[config.mk]
export PLATFORM = sky130hd
export DESIGN_NAME = aes_encrypt_scheduler
export DESIGN_NICKNAME = d
export VERILOG_FILES = /design/src/rtl/aes_encrypt_scheduler.sv
export SDC_FILE = /design/constraint.sdc
export NUM_CORES = 1
export LEC_CHECK = 0
export ABC_CLOCK_PERIOD_IN_PS = 19800
export CORE_AREA = 8 8 393 395
export CTS_BUF_LIST = sky130_fd_sc_hd__clkbuf_4
export DETAILED_ROUTE_END_ITERATION = 6
export DIE_AREA = 0 0 401 403
export GPL_TIMING_DRIVEN = 0
export PLACE_DENSITY = 0.55
export SLEW_MARGIN = 20
export SYNTH_ARGS = -nofsm -noshare
export SYNTH_HDL_FRONTEND = slang
export SYNTH_SLANG_ARGS = --single-unit
[constraint.sdc]
create_clock -name clk -period 19.8 [get_ports clk]
set_input_delay 3.96 -clock clk [delete_from_list [all_inputs] [get_ports clk]]
set_output_delay 3.96 -clock clk [all_outputs]
set_load 0.05 [all_outputs]
[src/rtl/aes_encrypt_scheduler.sv]
// Front-end scheduler for a fixed-latency, fully pipelined AES-128 encrypt core.
// Two requesters are arbitrated round-robin. Blocks in flight through the core
// are tracked by a valid/ID shift register. Core results are captured into a
// circular result FIFO that has a registered head. Issue is gated by a credit
// count (in-flight + buffered), so the FIFO never overflows even though the
// core itself can never stall.
module aes_encrypt_scheduler #(
    parameter int N          = 128,
    parameter int CORE_LAT   = 3,
    parameter int FIFO_DEPTH = 5
) (
    input  logic         clk,
    input  logic         rst,
    input  logic         req0_valid,
    output logic         req0_ready,
    input  logic [N-1:0] req0_pt,
    input  logic [N-1:0] req0_key,
    input  logic         req1_valid,
    output logic         req1_ready,
    input  logic [N-1:0] req1_pt,
    input  logic [N-1:0] req1_key,
    output logic [N-1:0] core_in,
    output logic [N-1:0] core_key,
    input  logic [N-1:0] core_out,
    output logic         res_valid,
    input  logic         res_ready,
    output logic [N-1:0] res_data,
    output logic         res_id,
    output logic         busy
);

    localparam int                CNT_W     = $clog2(FIFO_DEPTH + 1);
    localparam int                PTR_W     = (FIFO_DEPTH > 1) ? $clog2(FIFO_DEPTH) : 1;
    localparam logic [CNT_W:0]    DEPTH_EXT = (CNT_W + 1)'(FIFO_DEPTH);
    localparam logic [PTR_W-1:0]  PTR_LAST  = PTR_W'(FIFO_DEPTH - 1);
    localparam logic [CNT_W-1:0]  CNT_ONE   = CNT_W'(1);

    // Control state
    logic                r_rr_last;
    logic [CNT_W-1:0]    r_inflight_cnt;
    logic [CNT_W-1:0]    r_fifo_cnt;
    logic [PTR_W-1:0]    r_wr_ptr;
    logic [PTR_W-1:0]    r_rd_ptr;
    logic [CORE_LAT-1:0] r_pipe_v;
    logic [CORE_LAT-1:0] r_pipe_id;
    logic                r_busy;
    logic [N-1:0]        r_head_data;
    logic                r_head_id;

    // FIFO storage (data only, never reset)
    logic [N-1:0]        r_mem_data [FIFO_DEPTH];
    logic                r_mem_id   [FIFO_DEPTH];

    // Combinational
    logic [CNT_W:0]      w_credit_sum;
    logic                w_can_issue;
    logic                w_grant_vld;
    logic                w_grant_id;
    logic                w_hs;
    logic                w_push;
    logic                w_pop;
    logic [CNT_W-1:0]    w_inflight_nxt;
    logic [CNT_W-1:0]    w_fifo_cnt_nxt;
    logic [PTR_W-1:0]    w_wr_ptr_nxt;
    logic [PTR_W-1:0]    w_rd_ptr_nxt;
    logic [N-1:0]        w_head_data_nxt;
    logic                w_head_id_nxt;

    // Circular pointer increment, wrapping at FIFO_DEPTH-1
    function automatic logic [PTR_W-1:0] ptr_inc(input logic [PTR_W-1:0] p);
        return (p == PTR_LAST) ? '0 : p + 1'b1;
    endfunction

    // Up/down counter step; simultaneous inc and dec cancel out
    function automatic logic [CNT_W-1:0] cnt_step(input logic [CNT_W-1:0] c,
                                                  input logic inc, input logic dec);
        logic [CNT_W-1:0] r;
        r = c;
        if (inc && !dec)
            r = c + CNT_ONE;
        else if (!inc && dec)
            r = c - CNT_ONE;
        return r;
    endfunction

    assign w_credit_sum = {1'b0, r_inflight_cnt} + {1'b0, r_fifo_cnt};
    // Registered counts only, so ready has no path from res_ready; held off during reset
    assign w_can_issue  = !rst && (w_credit_sum < DEPTH_EXT);

    // Round-robin grant: with both valid, pick the requester not served last
    always_comb begin
        w_grant_vld = 1'b0;
        w_grant_id  = 1'b0;
        if (w_can_issue) begin
            if (req0_valid && req1_valid) begin
                w_grant_vld = 1'b1;
                w_grant_id  = ~r_rr_last;
            end else if (req0_valid) begin
                w_grant_vld = 1'b1;
                w_grant_id  = 1'b0;
            end else if (req1_valid) begin
                w_grant_vld = 1'b1;
                w_grant_id  = 1'b1;
            end
        end
    end

    assign req0_ready = w_grant_vld & ~w_grant_id;
    assign req1_ready = w_grant_vld &  w_grant_id;
    assign w_hs       = (req0_valid & req0_ready) | (req1_valid & req1_ready);

    // Core inputs follow the granted requester; zero when nothing issues
    always_comb begin
        core_in  = '0;
        core_key = '0;
        if (w_hs) begin
            core_in  = w_grant_id ? req1_pt  : req0_pt;
            core_key = w_grant_id ? req1_key : req0_key;
        end
    end

    assign w_push = r_pipe_v[CORE_LAT-1];
    assign w_pop  = (r_fifo_cnt != '0) && res_ready;

    // Next counts and pointers
    always_comb begin
        w_inflight_nxt = cnt_step(r_inflight_cnt, w_hs, w_push);
        w_fifo_cnt_nxt = cnt_step(r_fifo_cnt, w_push, w_pop);
        w_wr_ptr_nxt   = w_push ? ptr_inc(r_wr_ptr) : r_wr_ptr;
        w_rd_ptr_nxt   = w_pop  ? ptr_inc(r_rd_ptr) : r_rd_ptr;
    end

    // Next FIFO head: new push goes straight to the head register when the FIFO drains to empty
    always_comb begin
        w_head_data_nxt = '0;
        w_head_id_nxt   = 1'b0;
        if (w_fifo_cnt_nxt != '0) begin
            if ((r_fifo_cnt == '0) || (w_pop && (r_fifo_cnt == CNT_ONE))) begin
                w_head_data_nxt = core_out;
                w_head_id_nxt   = r_pipe_id[CORE_LAT-1];
            end else begin
                w_head_data_nxt = r_mem_data[w_rd_ptr_nxt];
                w_head_id_nxt   = r_mem_id[w_rd_ptr_nxt];
            end
        end
    end

    // Control registers, tracking pipe and registered head
    always_ff @(posedge clk or posedge rst) begin
        if (rst) begin
            r_rr_last      <= 1'b1;
            r_inflight_cnt <= '0;
            r_fifo_cnt     <= '0;
            r_wr_ptr       <= '0;
            r_rd_ptr       <= '0;
            r_pipe_v       <= '0;
            r_pipe_id      <= '0;
            r_busy         <= 1'b0;
            r_head_data    <= '0;
            r_head_id      <= 1'b0;
        end else begin
            if (w_hs)
                r_rr_last <= w_grant_id;
            r_inflight_cnt <= w_inflight_nxt;
            r_fifo_cnt     <= w_fifo_cnt_nxt;
            r_wr_ptr       <= w_wr_ptr_nxt;
            r_rd_ptr       <= w_rd_ptr_nxt;
            r_pipe_v[0]    <= w_hs;
            r_pipe_id[0]   <= w_grant_id;
            for (int i = 1; i < CORE_LAT; i++) begin
                r_pipe_v[i]  <= r_pipe_v[i-1];
                r_pipe_id[i] <= r_pipe_id[i-1];
            end
            r_busy         <= (w_inflight_nxt != '0) || (w_fifo_cnt_nxt != '0);
            r_head_data    <= w_head_data_nxt;
            r_head_id      <= w_head_id_nxt;
        end
    end

    // FIFO storage write on push
    always_ff @(posedge clk) begin
        if (w_push) begin
            r_mem_data[r_wr_ptr] <= core_out;
            r_mem_id[r_wr_ptr]   <= r_pipe_id[CORE_LAT-1];
        end
    end

    assign res_valid = (r_fifo_cnt != '0);
    assign res_data  = r_head_data;
    assign res_id    = r_head_id;
    assign busy      = r_busy;

endmodule

== After elaboration in Yosys (flattened, before gate mapping) ==
Memories as Yosys holds them, arrays and structs flattened.
Index checks and enable logic that the tools add are counted.
Widths: inputs -> output; s select.
Word-level totals
  output and inout port bits: 389
  flip-flop bits (word level): 149
  input port bits: 645
  memories: 2
  logic and storage cells: 72
  memory bits (read-only): 0
  bits in latches: 0
  memory bits (writable): 645
Cells by class
  $add $sub $neg: 7
  bitwise gates (word level): 7
  shift operators: 0
  muxes and demuxes: 24
  div/mod/pow operators: 0
  order comparisons: 1
  reduce and logical (&&, ||, !) cells: 18
  eq/ne operators: 3
  multiply operators: 0
Memories
  r_mem_data: depth 5, width 128, read ports 1, clocked after memory_dff 0, wr ports 1, line 51  | logic [N-1:0] r_mem_data [FIFO_DEPTH];
  r_mem_id: depth 5, width 1, read ports 1, clocked after memory_dff 0, wr ports 1, line 52  | logic r_mem_id [FIFO_DEPTH];
Operators with widths (count)
  $mux 128: 6
  $mux 3: 7
  $add 3x1->3 const B: 4
  $mux 1: 11
  $reduce_bool 3->1: 3
  $logic_and 1x1->1: 8
  $eq 3x3->1 const B: 2
  $sub 3x1->3 const B: 2
  $add 3x3->4: 1
  $and 1x1->1: 4
  $logic_not 1->1: 4
  $lt 4x3->1 const B: 1
  $eq 3x1->1 const B: 1
  $logic_not 3->1: 1
  $logic_or 1x1->1: 2
  $not 1->1: 2
  $or 1x1->1: 1

== Depth between registers and ports, before layout ==
  depth after elaboration: 14
  mapped depth: 13
  gate-level depth less buffers: 9

== Worst setup path before layout ==
No wires, ideal clock.
  kind: flip-flop to flip-flop
  from: register r_pipe_v[2]
  to: memory r_mem_data[1][0] (enable)
  required time: 18.867 ns
  setup time: 0.933 ns
  period minus slack after synthesis: 13.846 ns
  buffers on the path: 1
  data arrival time: 12.913 ns
  cell stages (with the launch flop): 4
  slack: 5.954 ns
  cells stage by stage: dfrtp_1 buf_2 inv_1 nor4_1
On the way
  word-level cells in the longest chain between the ends: 2
RTL lines
  start: declaration: line 44  | logic [CORE_LAT-1:0] r_pipe_v;
  start signal: indexed assignment: line 171  | r_pipe_v[i] <= r_pipe_v[i-1];
  $mux 1: line 182  | if (w_push) begin
  $mux 1 (not written as such): line 183  | r_mem_data[r_wr_ptr] <= core_out;
  end: declaration: line 51
Every way passes these cells.

== Final worst setup path ==
  from: input port rst
  to: output port core_in[3]
On the way
  word-level cells in the longest chain between the ends: 8
  elaborated cells between the ends (all ways): 12
  classes of those cells: mux: 4; bitwise: 6; reduce/logical: 2
RTL lines
  start: declaration: line 13  | input logic rst,
  $logic_not 1->1 (no source line) (*)
  $logic_and 1x1->1 (*): line 88  | assign w_can_issue = !rst && (w_credit_sum < DEPTH_EXT);
  $mux 1: line 94  | if (w_can_issue) begin
  $not 1->1: line 108  | assign req0_ready = w_grant_vld & ~w_grant_id;
  $and 1x1->1: line 108
  $and 1x1->1: line 110  | assign w_hs = (req0_valid & req0_ready) | (req1_valid & req1_ready);
  $or 1x1->1: line 110
  $mux 128 (*): line 116  | if (w_hs) begin
  end: declaration: line 22  | output logic [N-1:0] core_in,
Every way passes the cells marked *; elsewhere a longest branch is shown, timed or not.

==> impl_metrics.csv <==
group,metric,value,unit
status,status,"complete, no violations",
setup_path,critPathCaptureType,"output port",
yosys,synth_most_common_cell,"edfxtp_1",
yosys,synth.net_count,2757,
clock_network,numCtsBuffers,199,
placement,gp_congestion,0.984,
clock_network,cts_root_buf,"clkbuf_4",
yosys,yosys-top-cells-count,"edfxtp_1, mux2i_1, a22o_1, o21ai_1, dfrtp_1",
min_path,hold_end,"r_pipe_id[2]",
sta,holdWs,0.342,ns
finish,fin_area,49200,um2
yosys,synth_seq_cells,794,
clock_network,hold_buffers,0,
clock_network,cts_tree,"done",
power,ir_worst_vdd,0.108,mV
clock_network,htree_levels,4,
routing,drcViolationCount,0,
routing,drt-initial-drc-count,2145,
finish,nNetsFinal,4107,
floorplanning,dieArea,162000,um2
sta,fmax,81.4,MHz
min_path,min_from,"r_pipe_id[1]",
setup_path,rrSetupSlack,16.29,ns
finish,seqCellArea,23100,um2
yosys,yosys-top-cells-area,"edfxtp_1, dfrtp_1, mux2i_1",
global_routing,grt_pass1_wl,266,mm
sta,min_period,12.28,ns
yosys,synthDistinctLibCells,46,
min_path,hold_depth,0,
routing,drt-pass1-iter-count,6,
floorplanning,core,149000,um2
routing,vias_per_cell,4.64,
setup_path,r2r_end,"res_data[3]",
clock_network,cts.path.max_buffers,3,
finish,areaGrowthSynthToFinish,50.1,%
setup_path,r2r_start,"r_fifo_cnt[0]",
setup_path,cp.required,15.84,ns
power,power_density,179,nW/um2
routing,routed_wl,210,mm
routing,wire_per_inst,37.4,um
yosys,synthCells,2098,
setup_path,reg2reg_depth,8,
power,power_leakage,0.0180,uW
yosys,synth_edf_count,645,
setup_path,arrival,8.32,ns
floorplanning,io_pins,1034,
sta,timing.final.crit_share,62.0,%
global_routing,antenna_found_initial,154,
floorplanning,rows,142,
floorplanning,die_h,403,um
yosys,seq_area_frac_synth,70.5,%
sta,hold_viol_final,0,
yosys,synthFlopType,"edfxtp_1",
yosys,synth_top_cell_area_share,59.1,%
global_routing,grt_max_degree,83,
sta,max_slew_margin,24.3,%
sta,drv_slew,0,
placement,hpwl,176,mm
job,maxCapViolations,0,
sta,finClkSkew,0.0866,ns
floorplanning,initial_core_util,22.1,%
yosys,synth_area_leader_cell,"edfxtp_1",
yosys,synth_async_sr_flop_share,18.8,%
finish,multi_input_area,8720,um2
clock_network,cts.sinks,794,
global_routing,track_usage,24.8,%
clock_network,insertion_delay,1.06,ns
global_routing,overflow,0,
finish,nFillCells,14832,
sta,worst_slew_pin_slew,1.14,ns
clock_network,cts_setup_buffers,0,
placement,portBuffers,1033,
floorplanning,die_w,401,um
min_path,hp-class,"reg -> reg",
placement,place_area,46400,um2
sta,setup_violations,0,
clock_network,cts_resized,0,
finish,drive_gt1_share,15.0,%
clock_network,clkTransAtPathRegs,0.07,ns
sta,rsz0062_at_grt,"no",
global_routing,grt_pass1_vias,25994,
yosys,syn_area,32800,um2
setup_path,path_class,"in -> out",
routing,postRouteAntennaNets,0,
setup_path,worstPathMaxFanout,10,
yosys,yosysWarnings,0,
routing,num_vias,25977,
setup_path,startpoint_type,"primary input",
yosys,syn_area_per_cell,15.6,um2
-- through the flow --
| step | total power, uW | cells | TNS (ns) | util [%] | worst slack, ns |
|---|---|---|---|---|---|
| after floorplan | 5280 | 2098 | 0 | - | 5.95 |
| after global placement | 7490 | 5075 | -1849.15 | 30.7 | -6.90 |
| after detailed placement | 7430 | 5191 | 0 | 31.2 | 7.37 |
| after CTS | 8910 | 5565 | 0 | 33.1 | 7.36 |
| after global routing | 9150 | 5581 | 0 | 33.1 | 7.35 |
| final | 8780 | 5600 | 0 | 33.1 | 7.52 |
-- kinds of logic (layout without fill, tap and decap cells) --
| family | count (synthesis) | in the layout | synth area share [%] |
|---|---|---|---|
| xor+xnor | 6 | 6 | 0.160 |
| fa+ha+maj | 16 | 16 | 0.618 |
| other cells | 0 | 35 | 0 |
| buf+inv | 190 | 1713 | 3.01 |
| flops | 794 | 794 | 70.5 |
| simple gates | 163 | 163 | 2.03 |
| mux | 261 | 261 | 7.99 |
| compound gates | 668 | 668 | 15.7 |
-- routing by layer --
layer / GRT usage, % / up-vias / part of all wire [%]
met1: 28.4 / 13064 / 38
met3: 5.53 / 342 / 5.7
met4: 7.98 / 24 / 3.7
met5: 0 / - / 0.069
li1: - / 11270 / -
met2: 45.6 / 1277 / 52
-- sequential cells by signal, summed over array words and instances (netlist names) --
name,count
res_id,1
r_wr_ptr,3
r_pipe_v,3
r_pipe_id,3
busy,1
r_rr_last,1
r_mem_data,640
r_rd_ptr,3
r_inflight_cnt,3
res_data,128
r_mem_id,5
r_fifo_cnt,3
-- where the power goes --
group	internal, uW	total (uW)	switching, uW
Sequential	2090	2210	114
Combinational	1700	5130	3430
Clock	768	1450	679
Total	4560	8780	4220
-- critical path, stage by stage --
cell,delay (ns)
clkdlybuf4s50_1,0.70
a211oi_1,0.41
and2_1,0.21
and3_1,0.28
buf_2,0.22
clkbuf_1,0.59
buf_2,0.45
a22o_1,0.52
clkdlybuf4s50_1,0.93
-- layout make-up --
cell class | count | share of cell area (%)
Inverter | 14 | 0.122
Multi-Input combinational cell | 1114 | 17.7
Buffer | 176 | 1.90
Clock inverter | 64 | 0.776
Antenna cell | 35 | 0.178
Sequential cell | 794 | 47.0
Tap cell | 1944 | 4.94
Timing Repair Buffer | 1149 | 22.7
Clock buffer | 310 | 4.73
-- cells in the final DEF, fill, tap and decap left out, types with 4 or more instances in the layout --
cell	instances
bufinv_16	4
nor2_1	5
a21oi_1	5
inv_2	6
clkbuf_4	310
inv_1	11
clkbuf_1	89
buf_6	34
nand2_1	134
o21ai_0	60
mux2i_1	259
buf_2	99
clkdlybuf4s50_1	1033
o221a_1	129
ha_1	13
a22o_1	257
edfxtp_1	645
o21ai_1	203
buf_4	66
diode_2	35
dfrtp_1	148
clkinv_1	48
nand3_1	4
-- worst max path at each step --
stage | end | slack, ns | start
2_1_floorplan | r_mem_data[1][0] | 5.95 | r_pipe_v[2]
3_3_place_gp | r_mem_data[3][32] | -6.90 | r_pipe_v[2]
3_5_place_dp | core_in[3] | 7.37 | rst
4_1_cts | core_in[3] | 7.36 | rst
5_1_grt | core_in[3] | 7.35 | rst
6_report | core_in[3] | 7.52 | rst
Power figures use the tool's default switching activity.
